`src/rtl/dac_sample_scheduler.sv`:
```
// Paced sample source for the LTC1667 write interface: buffers samples in a FIFO and
// issues one single-cycle start per sample-period tick, tracking underruns and missed ticks.
module dac_sample_scheduler #(
  parameter int DEPTH    = 16,
  parameter int PERIOD_W = 16,
  parameter int CNT_W    = 16
) (
  input  logic                         clk,
  input  logic                         reset,
  input  logic                         enable,
  input  logic [PERIOD_W-1:0]          period,
  input  logic                         s_valid,
  input  logic [13:0]                  s_data,
  output logic                         s_ready,
  input  logic                         dac_busy,
  output logic                         dac_start,
  output logic [13:0]                  dac_data,
  output logic [$clog2(DEPTH+1)-1:0]   fifo_level,
  output logic                         underrun,
  output logic [CNT_W-1:0]             underrun_count,
  output logic [CNT_W-1:0]             missed_count
);

  localparam int PTR_W = $clog2(DEPTH);
  localparam int LVL_W = $clog2(DEPTH + 1);

  logic [13:0]         mem_q [DEPTH];
  logic [PTR_W-1:0]    wr_ptr_q, wr_ptr_d;
  logic [PTR_W-1:0]    rd_ptr_q, rd_ptr_d;
  logic [LVL_W-1:0]    level_q, level_d;
  logic [PERIOD_W-1:0] cnt_q, cnt_d;
  logic                pending_q, pending_d;
  logic                dac_start_q, dac_start_d;
  logic [13:0]         dac_data_q, dac_data_d;
  logic                underrun_q, underrun_d;
  logic [CNT_W-1:0]    underrun_count_q, underrun_count_d;
  logic [CNT_W-1:0]    missed_count_q, missed_count_d;

  logic                push, pop, empty, full, tick, tick_ne, can_issue;
  logic [PERIOD_W-1:0] p_m1;

  always_comb begin
    full      = (level_q == LVL_W'(DEPTH));
    empty     = (level_q == '0);
    push      = s_valid && !full;
    // A period of 0 behaves as 1; >= keeps the counter from wrapping when period shrinks.
    p_m1      = (period == '0) ? '0 : period - PERIOD_W'(1);
    tick      = enable && (cnt_q >= p_m1);
    tick_ne   = tick && !empty;
    can_issue = !dac_busy && !dac_start_q;
    pop       = enable && (pending_q || tick_ne) && can_issue && !empty;
  end

  always_comb begin
    cnt_d            = cnt_q;
    pending_d        = pending_q;
    dac_start_d      = 1'b0;
    dac_data_d       = dac_data_q;
    underrun_d       = 1'b0;
    underrun_count_d = underrun_count_q;
    missed_count_d   = missed_count_q;
    wr_ptr_d         = wr_ptr_q;
    rd_ptr_d         = rd_ptr_q;
    level_d          = level_q;

    if (!enable) begin
      cnt_d = '0;
    end else if (tick) begin
      cnt_d = '0;
    end else begin
      cnt_d = cnt_q + PERIOD_W'(1);
    end

    if (tick && empty) begin
      underrun_d = 1'b1;
      if (underrun_count_q != '1) underrun_count_d = underrun_count_q + CNT_W'(1);
    end
    if (tick_ne && pending_q) begin
      if (missed_count_q != '1) missed_count_d = missed_count_q + CNT_W'(1);
    end

    if (!enable) begin
      pending_d = 1'b0;
    end else if (pop) begin
      pending_d = 1'b0;
    end else if (tick_ne) begin
      pending_d = 1'b1;
    end

    if (pop) begin
      dac_start_d = 1'b1;
      dac_data_d  = mem_q[rd_ptr_q];
      rd_ptr_d    = rd_ptr_q + PTR_W'(1);
    end
    if (push) wr_ptr_d = wr_ptr_q + PTR_W'(1);

    case ({push, pop})
      2'b10:   level_d = level_q + LVL_W'(1);
      2'b01:   level_d = level_q - LVL_W'(1);
      default: level_d = level_q;
    endcase
  end

  always_ff @(posedge clk) begin
    if (reset) begin
      wr_ptr_q         <= '0;
      rd_ptr_q         <= '0;
      level_q          <= '0;
      cnt_q            <= '0;
      pending_q        <= 1'b0;
      dac_start_q      <= 1'b0;
      dac_data_q       <= '0;
      underrun_q       <= 1'b0;
      underrun_count_q <= '0;
      missed_count_q   <= '0;
    end else begin
      wr_ptr_q         <= wr_ptr_d;
      rd_ptr_q         <= rd_ptr_d;
      level_q          <= level_d;
      cnt_q            <= cnt_d;
      pending_q        <= pending_d;
      dac_start_q      <= dac_start_d;
      dac_data_q       <= dac_data_d;
      underrun_q       <= underrun_d;
      underrun_count_q <= underrun_count_d;
      missed_count_q   <= missed_count_d;
    end
  end

  // Storage needs no reset; the pointers define what is valid.
  always_ff @(posedge clk) begin
    if (!reset && push) mem_q[wr_ptr_q] <= s_data;
  end

  assign s_ready        = !full;
  assign dac_start      = dac_start_q;
  assign dac_data       = dac_data_q;
  assign fifo_level     = level_q;
  assign underrun       = underrun_q;
  assign underrun_count = underrun_count_q;
  assign missed_count   = missed_count_q;

endmodule

```
`config.mk`:
```
export PLATFORM = sky130hd
export DESIGN_NAME = dac_sample_scheduler
export DESIGN_NICKNAME = d
export VERILOG_FILES = /design/src/rtl/dac_sample_scheduler.sv
export SDC_FILE = /design/constraint.sdc
export NUM_CORES = 1
export LEC_CHECK = 0
export BUFFER_PORTS_ARGS = -buffer_cell sky130_fd_sc_hd__buf_2
export CAP_MARGIN = 20
export CORE_MARGIN = 2
export CORE_UTILIZATION = 54
export CTS_CLUSTER_DIAMETER = 60
export CTS_CLUSTER_SIZE = 16
export DETAILED_ROUTE_END_ITERATION = 8
export GPL_TIMING_DRIVEN = 1
export PLACE_DENSITY = 0.75
export SLEW_MARGIN = 20
export SYNTH_ARGS = -nofsm -noshare
export SYNTH_HDL_FRONTEND = slang
export SYNTH_SLANG_ARGS = --single-unit
```
`constraint.sdc`:
```
create_clock -name clk -period 4.1 [get_ports clk]
set_clock_uncertainty 0.05 [all_clocks]
set_input_delay 0.205 -clock clk [delete_from_list [all_inputs] [get_ports clk]]
set_output_delay 0.205 -clock clk [all_outputs]
set_load 0.02 [all_outputs]
```
==> results of run 1 <==
## cell families after synthesis
family,after synthesis
buf+inv,61
xor+xnor,36
fa+ha+maj,31
simple gates,269
flops,302
compound gates,144
mux,60
## state kept, by name, summed over array words and instances (netlist names)
name / cells
fifo_level: 5
pending_q: 1
mem_q: 224
underrun: 1
rd_ptr_q: 4
wr_ptr_q: 4
underrun_count: 16
dac_data: 14
dac_start: 1
missed_count: 16
cnt_q: 16
## worst paths after layout
kind	from	endpoint	depth (start not counted)
worst max-delay path	period[5]	fifo_level[4]	20
worst min register to register	dac_data[4]	dac_data[4]	2
worst min-delay path	dac_busy	pending_q	3
worst max register to register	cnt_q[0]	fifo_level[4]	14
## worst register-to-register path, delay by kind of cell (launching register included)
| kind | cells | cell delay (ns) |
|---|---|---|
| xor+xnor | 1 | 0.09 |
| simple gates | 5 | 0.82 |
| buf+inv | 1 | 0.09 |
| fa+ha+maj | 3 | 0.81 |
| flops | 1 | 0.44 |
| compound gates | 4 | 0.90 |
## metrics by stage
step	std cells	hold WS (ns)	util	TNS [ns]
global route	1386	0.0474	0.640	0
detailed placement	1325	0.415	0.599	-0.691
CTS	1386	0.0259	0.639	0
global placement	1325	0.411	0.599	-0.388
floorplan	903	0.254	-	-0.0685
finish	1386	0.0449	0.640	0
## layout make-up
class | count | area, um2
repair buffers | 163 | 1050
inverters | 16 | 60.1
clock buffers | 36 | 667
multi-input cells | 540 | 4410
clock inverters | 10 | 138
flip-flops and latches | 302 | 8290
well taps | 319 | 399
fillers | 1695 | 8450
## placed cells by master (no fill, tap or decap), drive strengths merged, types with 19 or more instances in the layout
cell | synthesis | routed
nor2 | 64 | 64
ha | 30 | 30
nand2 | 59 | 59
edfxtp | 224 | 224
a21oi | 54 | 54
xnor2 | 19 | 19
buf | 19 | 148
a22oi | 28 | 28
mux4 | 56 | 56
clkbuf | 26 | 36
o21ai | 35 | 35
or3 | 19 | 19
dfxtp | 78 | 78
nand3 | 38 | 38
## repair_timing
item                       CTS  global route
setup buffers                0             0
gates resized for setup      0             3
setup endpoints to repair    0             2
hold buffers                15             0
hold endpoints to repair   166             0
## power groups by stage
stage	sequential, W	clock [W]	combinational, W
final	0.00331	0.00236	0.000212
after global routing	0.00331	0.00252	0.000234
after CTS	0.00331	0.00240	0.000210
after detailed placement	0.00338	0	0.000198
after global placement	0.00337	0	0.000192
after floorplan	0.00338	0	0.0000971
## routing by layer
layer  vias to the layer above  part of all wire
met1                      4073              0.43
met4                         0             0.015
li1                       3785                 -
met5                         -                 0
met3                        34             0.068
met2                       244              0.48
==> out/metrics.csv, run 1 <==
stage,metric,value,unit
outcome,status,completed,
logic_synthesis,synth_simple_gate_area_share,0.113,
global_routing,globalRouteOverflowTotal,0,
logic_synthesis,yosys_warnings,0,
logic_synthesis,yosysTopAreaCell,sky130_fd_sc_hd__edfxtp_1,
critical_path,critical_path_class,input port to register,
critical_path,regToRegSetupSlack,0.83,ns
placed_design,placedInstanceArea,0.0141,mm2
critical_path,path_buf_inv,1,
floorplanning,num_io_pins,89,
logic_synthesis,synth_compound_area_frac,0.0681,
timing,report.final.setup_viol,0,
floorplanning,die_h,159,um
clock_tree,clk_latency,0.54,ns
hold_path,hp-class,input port to register,
routing,detail-route-antenna-nets,0,
critical_path,endpoint_kind,register,
finish,drive_gt1_frac,0.255,
timing,max_slew_margin,0.440,
global_routing,groute.layer.met2.usage,0.371,
timing,maxClockFrequency,264,MHz
power,power.combinational.fraction,0.036,
power,totalPowerFinal,0.00588,W
global_routing,antenna_violations_before_repair,0,
placed_design,buffer_ports.inserted,88,
logic_synthesis,synthAdderAreaFrac,0.0307,
finish,nets,1114,
clock_tree,clock_path_buffers,3,
logic_synthesis,synth_enable_flop_cells,224,
finish,layout-area-overhead-vs-synth,16.5,%
logic_synthesis,syn_area_per_cell,14.3,um2
timing,timing_max_transition_violations_final,0,
power,vdd_ir_drop_max,0.423,mV
finish,num_antenna_cells,0,
power,clock_power_share,0.401,
logic_synthesis,netlist_instances,903,
floorplanning,initial_core_utilization,0.549,
critical_path,crit_family,simple AND/OR/NAND/NOR gates,
global_routing,grt_pass1_vias,7991,
logic_synthesis,synthXorXnorAreaFrac,0.0245,
power,p_leak,5.18,nW
finish,final_design_area_no_fill,0.0150,mm2
logic_synthesis,netlist_top_cells_count,"sky130_fd_sc_hd__edfxtp_1, sky130_fd_sc_hd__dfxtp_1, sky130_fd_sc_hd__nand2_1",
flow_run,number_of_violations_of_the_max_capacitance_limit,0,
critical_path,worstPathArrival,4.22,ns
timing,timing_worst_slew_pin_value,0.836,ns
logic_synthesis,synth_sequential_area_ratio,0.643,
routing,detail_route.first_pass.iterations,5,
logic_synthesis,synth_top_family_by_area,simple AND/OR/NAND/NOR gates,
routing,drc,0,
clock_tree,cts_tree,yes,
routing,vias_per_cell,5.87,
routing,drt-initial-drc-count,858,
clock_tree,tritoncts_num_sinks,302,
placed_design,detailed_place_hpwl,18.3,mm
logic_synthesis,synth-seq-cells,302,
logic_synthesis,synth_largest_type_area_fraction,0.522,
global_routing,busiest_layer,met2,
global_routing,grt_start_max_net_pins,63,
power,pwr-share-seq,0.563,
floorplanning,rows,56,
global_routing,grt_usage,0.224,
global_routing,globalRouteMet1Util,0.320,
routing,avgRoutedWirePerCell,20.0,um
critical_path,critical_path.cell_chain,buf_2 -> nor4_2 -> nand2_1 -> or4_4 -> nor3_2 -> xor2_1 -> nand2_1 -> ha_1 -> nand4_1 -> nor3_1 -> nor4_1 -> and3_4 -> nor2_2 -> ha_4 -> fa_2 -> a21o_1 -> a21oi_1 -> xor2_1 -> or3_1 -> a21oi_1,
critical_path,required,4.52,ns
timing,timing.final.ws_setup,0.306,ns
power,p_sw_frac,0.208,
critical_path,slowest_delay,0.47,ns
clock_tree,worst_setup_hold_path_clk_slew,0.07,ns
power,intPower,0.00466,W
logic_synthesis,syn_nets,969,
floorplanning,design.die.area,0.0251,mm2
logic_synthesis,synth.distinct_cells,55,
logic_synthesis,muxShareOfSynthArea,0.101,
power,power_density,391,mW/mm2
floorplanning,chipWidth,159,um
logic_synthesis,synth_async_sr_flop_share,0,
logic_synthesis,synth_top_cells_by_area,"sky130_fd_sc_hd__edfxtp_1, sky130_fd_sc_hd__dfxtp_1, sky130_fd_sc_hd__mux4_2",
routing,drt_wl_total,27.7,mm
logic_synthesis,yosysMostFrequentCell,sky130_fd_sc_hd__edfxtp_1,
critical_path,worstSetupStartpointType,input port,
timing,layout_worst_path_cycle_share,0.925,
placed_design,dpl_worst_slack,-0.341,ns
timing,finalCriticalPeriod,3.79,ns
floorplanning,fp.coreArea,0.0235,mm2
clock_tree,clockRootBuffer,sky130_fd_sc_hd__clkbuf_16,
timing,hold_viol_final,0,
logic_synthesis,mappedNetlistArea,0.0129,mm2
clock_tree,clock_tree.htree_level_count,1,
critical_path,timing.critical_path.fanout_max,5,
routing,dr_total_vias,8136,
clock_tree,cts_bufs_inserted,25,
global_routing,global_route_wire_length_before_repair,43.4,mm
logic_synthesis,synth_flop_cell,sky130_fd_sc_hd__edfxtp_1,
timing,grt_setup_unrepaired,false,
placed_design,gp_routability_congestion,0.817,
global_routing,gr-usage-met3,0.0346,
critical_path,worst_path_max_delay_cell,sky130_fd_sc_hd__or4_4,
power,p_switching,0.00122,W
Note: power is estimated with default switching activity, not from simulation.
==> run 2, diff against run 1 <==
==> constraint.sdc (replaced) <==
create_clock -name clk -period 4.1 [get_ports clk]
set_clock_uncertainty 0.05 [all_clocks]
set_input_delay 0.615 -clock clk [delete_from_list [all_inputs] [get_ports clk]]
set_output_delay 0.615 -clock clk [all_outputs]
set_load 0.02 [all_outputs]
==> out/metrics.csv, run 2 (synthesis gave the netlist of run 1 again) <==
stage,metric,value,unit
routing,avgRoutedWirePerCell,20.1,um
routing,routed-wl-met2,13.5,mm
power,p_sw_frac,0.210,
clock_tree,clockRootBuffer,sky130_fd_sc_hd__clkbuf_16,
routing,highest_layer,met4,
timing,fin_tns_setup,-0.0112,ns
critical_path,required,4.50,ns
routing,detail-route-antenna-nets,0,
finish,largest_register,mem_q,
placed_design,buffer_ports.inserted,88,
finish,drive_gt1_frac,0.281,
critical_path,critPathMostFrequentCell,sky130_fd_sc_hd__nor4_4,
power,vdd_ir_drop_max,0.413,mV
global_routing,antenna_violations_before_repair,1,
clock_tree,clock_path_buffers,3,
critical_path,critical_path_class,input port to register,
timing,finalCriticalPeriod,4.11,ns
power,totalPowerFinal,0.00584,W
power,clock_power_share,0.397,
floorplanning,initial_core_utilization,0.549,
finish,final_design_area_no_fill,0.0152,mm2
routing,vias_per_cell,5.90,
clock_tree,holdBufCountCts,0,
routing,detail_route.first_pass.iterations,5,
global_routing,grt_start_max_net_pins,44,
routing,drt_wl_total,27.9,mm
finish,final-instance-count-excl-fill,1384,
power,power.combinational.fraction,0.037,
routing,dr_total_vias,8159,
timing,max_slew_margin,0.472,
finish,layout-area-overhead-vs-synth,17.8,%
timing,timing.final.ws_setup,-0.0112,ns
clock_tree,worst_setup_hold_path_clk_slew,0.07,ns
timing,maxClockFrequency,243,MHz
critical_path,critical_path.cell_chain,buf_8 -> nor4_4 -> nand2_1 -> or4_4 -> nor4_4 -> xor2_1 -> nand2_1 -> ha_1 -> nand4_1 -> buf_6 -> nor3_4 -> nor4_4 -> and3_4 -> nor2_4 -> ha_4 -> fa_2 -> a21o_1 -> a21oi_2 -> xor2_1 -> or3_1 -> a21oi_1,
global_routing,grt_usage,0.221,
placed_design,post-place-cells,1333,
hold_path,hp-class,input port to register,
routing,routed-wl-met3,1.78,mm
timing,hold_slack,0.388,ns
critical_path,endpoint_kind,register,
floorplanning,num_io_pins,89,
clock_tree,clock_tree.htree_level_count,1,
floorplanning,fp.coreArea,0.0235,mm2
clock_tree,clk_latency,0.54,ns
finish,largest_register_ff_count,224,
finish,nets,1110,
timing,hold_viol_final,0,
outcome,violations,negative setup slack,
power,pwr-share-seq,0.566,
floorplanning,chipWidth,159,um
routing,drt-initial-drc-count,775,
timing,report.final.setup_viol,1,
global_routing,globalRouteOverflowTotal,0,
critical_path,slowest_delay,0.47,ns
placed_design,detailed_place_hpwl,17.9,mm
global_routing,grt_pass1_vias,7700,
critical_path,worstPathArrival,4.51,ns
power,p_leak,5.22,nW
global_routing,global_route_wire_length_before_repair,42.3,mm
flow_run,number_of_violations_of_the_max_capacitance_limit,0,
critical_path,worst_path_max_delay_cell,sky130_fd_sc_hd__or4_4,
floorplanning,rows,56,
power,p_switching,0.00123,W
critical_path,worstSetupStartpointType,input port,
floorplanning,die_h,159,um
clock_tree,tritoncts_num_sinks,302,
timing,layout_worst_path_cycle_share,1.00,
finish,layout_commonest_cell,sky130_fd_sc_hd__edfxtp_1,
timing,timing_max_transition_violations_final,0,
outcome,status,"complete, but fails checks",
finish,layout_common_cells,"sky130_fd_sc_hd__edfxtp_1, sky130_fd_sc_hd__buf_2, sky130_fd_sc_hd__dfxtp_1, sky130_fd_sc_hd__buf_4, sky130_fd_sc_hd__mux4_2",
critical_path,timing.critical_path.fanout_max,3,
placed_design,placedInstanceArea,0.0143,mm2
floorplanning,design.die.area,0.0251,mm2
timing,grt_setup_unrepaired,true,
clock_tree,cts_tree,yes,
routing,routedLengthMet1,11.8,mm
placed_design,gp_routability_congestion,0.803,
routing,drc,0,
power,intPower,0.00462,W
clock_tree,cts_bufs_inserted,25,
timing,timing_worst_slew_pin_value,0.791,ns
power,power_density,385,mW/mm2
==> run 2: cell count changes in the layout (fill, tap and decap cells not counted), moves of 4 or more <==
cell	change
sky130_fd_sc_hd__dlygate4sd3_1	-15
sky130_fd_sc_hd__ha_1	-6
sky130_fd_sc_hd__ha_4	+6
sky130_fd_sc_hd__buf_12	+5
sky130_fd_sc_hd__buf_4	+4
sky130_fd_sc_hd__nand2_1	-4
==> run 2: final cells by class <==
cell class | instances | area, um2
Clock inverter | 7 | 91.3
Tap cell | 319 | 399
Antenna cell | 2 | 5.00
Timing Repair Buffer | 159 | 1070
Sequential cell | 302 | 8290
Clock buffer | 39 | 688
Fill cell | 1646 | 8280
Inverter | 16 | 60.1
Multi-Input combinational cell | 540 | 4590
==> run 2: worst paths after layout <==
kind                   endpoint        start  cells after the start  slack, ns
setup / recovery  fifo_level[4]    period[5]                     21      -0.01
hold / removal     mem_q[9][13]   s_data[13]                      1       0.39
setup reg to reg  fifo_level[4]     cnt_q[0]                     14       0.95
hold reg to reg     dac_data[6]  dac_data[6]                      2       0.42
==> run 2: what timing repair did <==
action / CTS / global route
gates resized for setup: 0 / 14
pin swaps: 3 / 5
setup buffers: 2 / 1
setup endpoints to repair: 1 / 4
==> run 2: power by group through the flow <==
| stage | combinational [W] | sequential, W | clock (W) |
|---|---|---|---|
| 5_1_grt | 0.000234 | 0.00331 | 0.00246 |
| 4_1_cts | 0.000210 | 0.00331 | 0.00236 |
| 3_3_place_gp | 0.000203 | 0.00338 | 0 |
| 2_1_floorplan | 0.000103 | 0.00338 | 0 |
| 3_5_place_dp | 0.000209 | 0.00338 | 0 |
| 6_report | 0.000214 | 0.00331 | 0.00232 |
==> run 2: critical path, delay by kind of cell <==
| family | cells | cell delay (ns) |
|---|---|---|
| buf+inv | 2 | 0.23 |
| simple gates | 11 | 2.16 |
| xor+xnor | 2 | 0.25 |
| compound gates | 3 | 0.46 |
| fa+ha+maj | 3 | 0.77 |
==> run 2: metal layers <==
metal  GRT usage  up-vias
li1            -     3777
met1       0.310     4070
met2       0.365      253
met3      0.0294       59
met4      0.0686        0
met5           0        -
==> run 2: per-stage QoR <==
stage / setup slack, ns / util
floorplan: -0.413 / -
finish: -0.0112 / 0.647
global placement: -0.560 / 0.610
global route: -0.258 / 0.647
detailed placement: -0.616 / 0.610
CTS: -0.0214 / 0.644
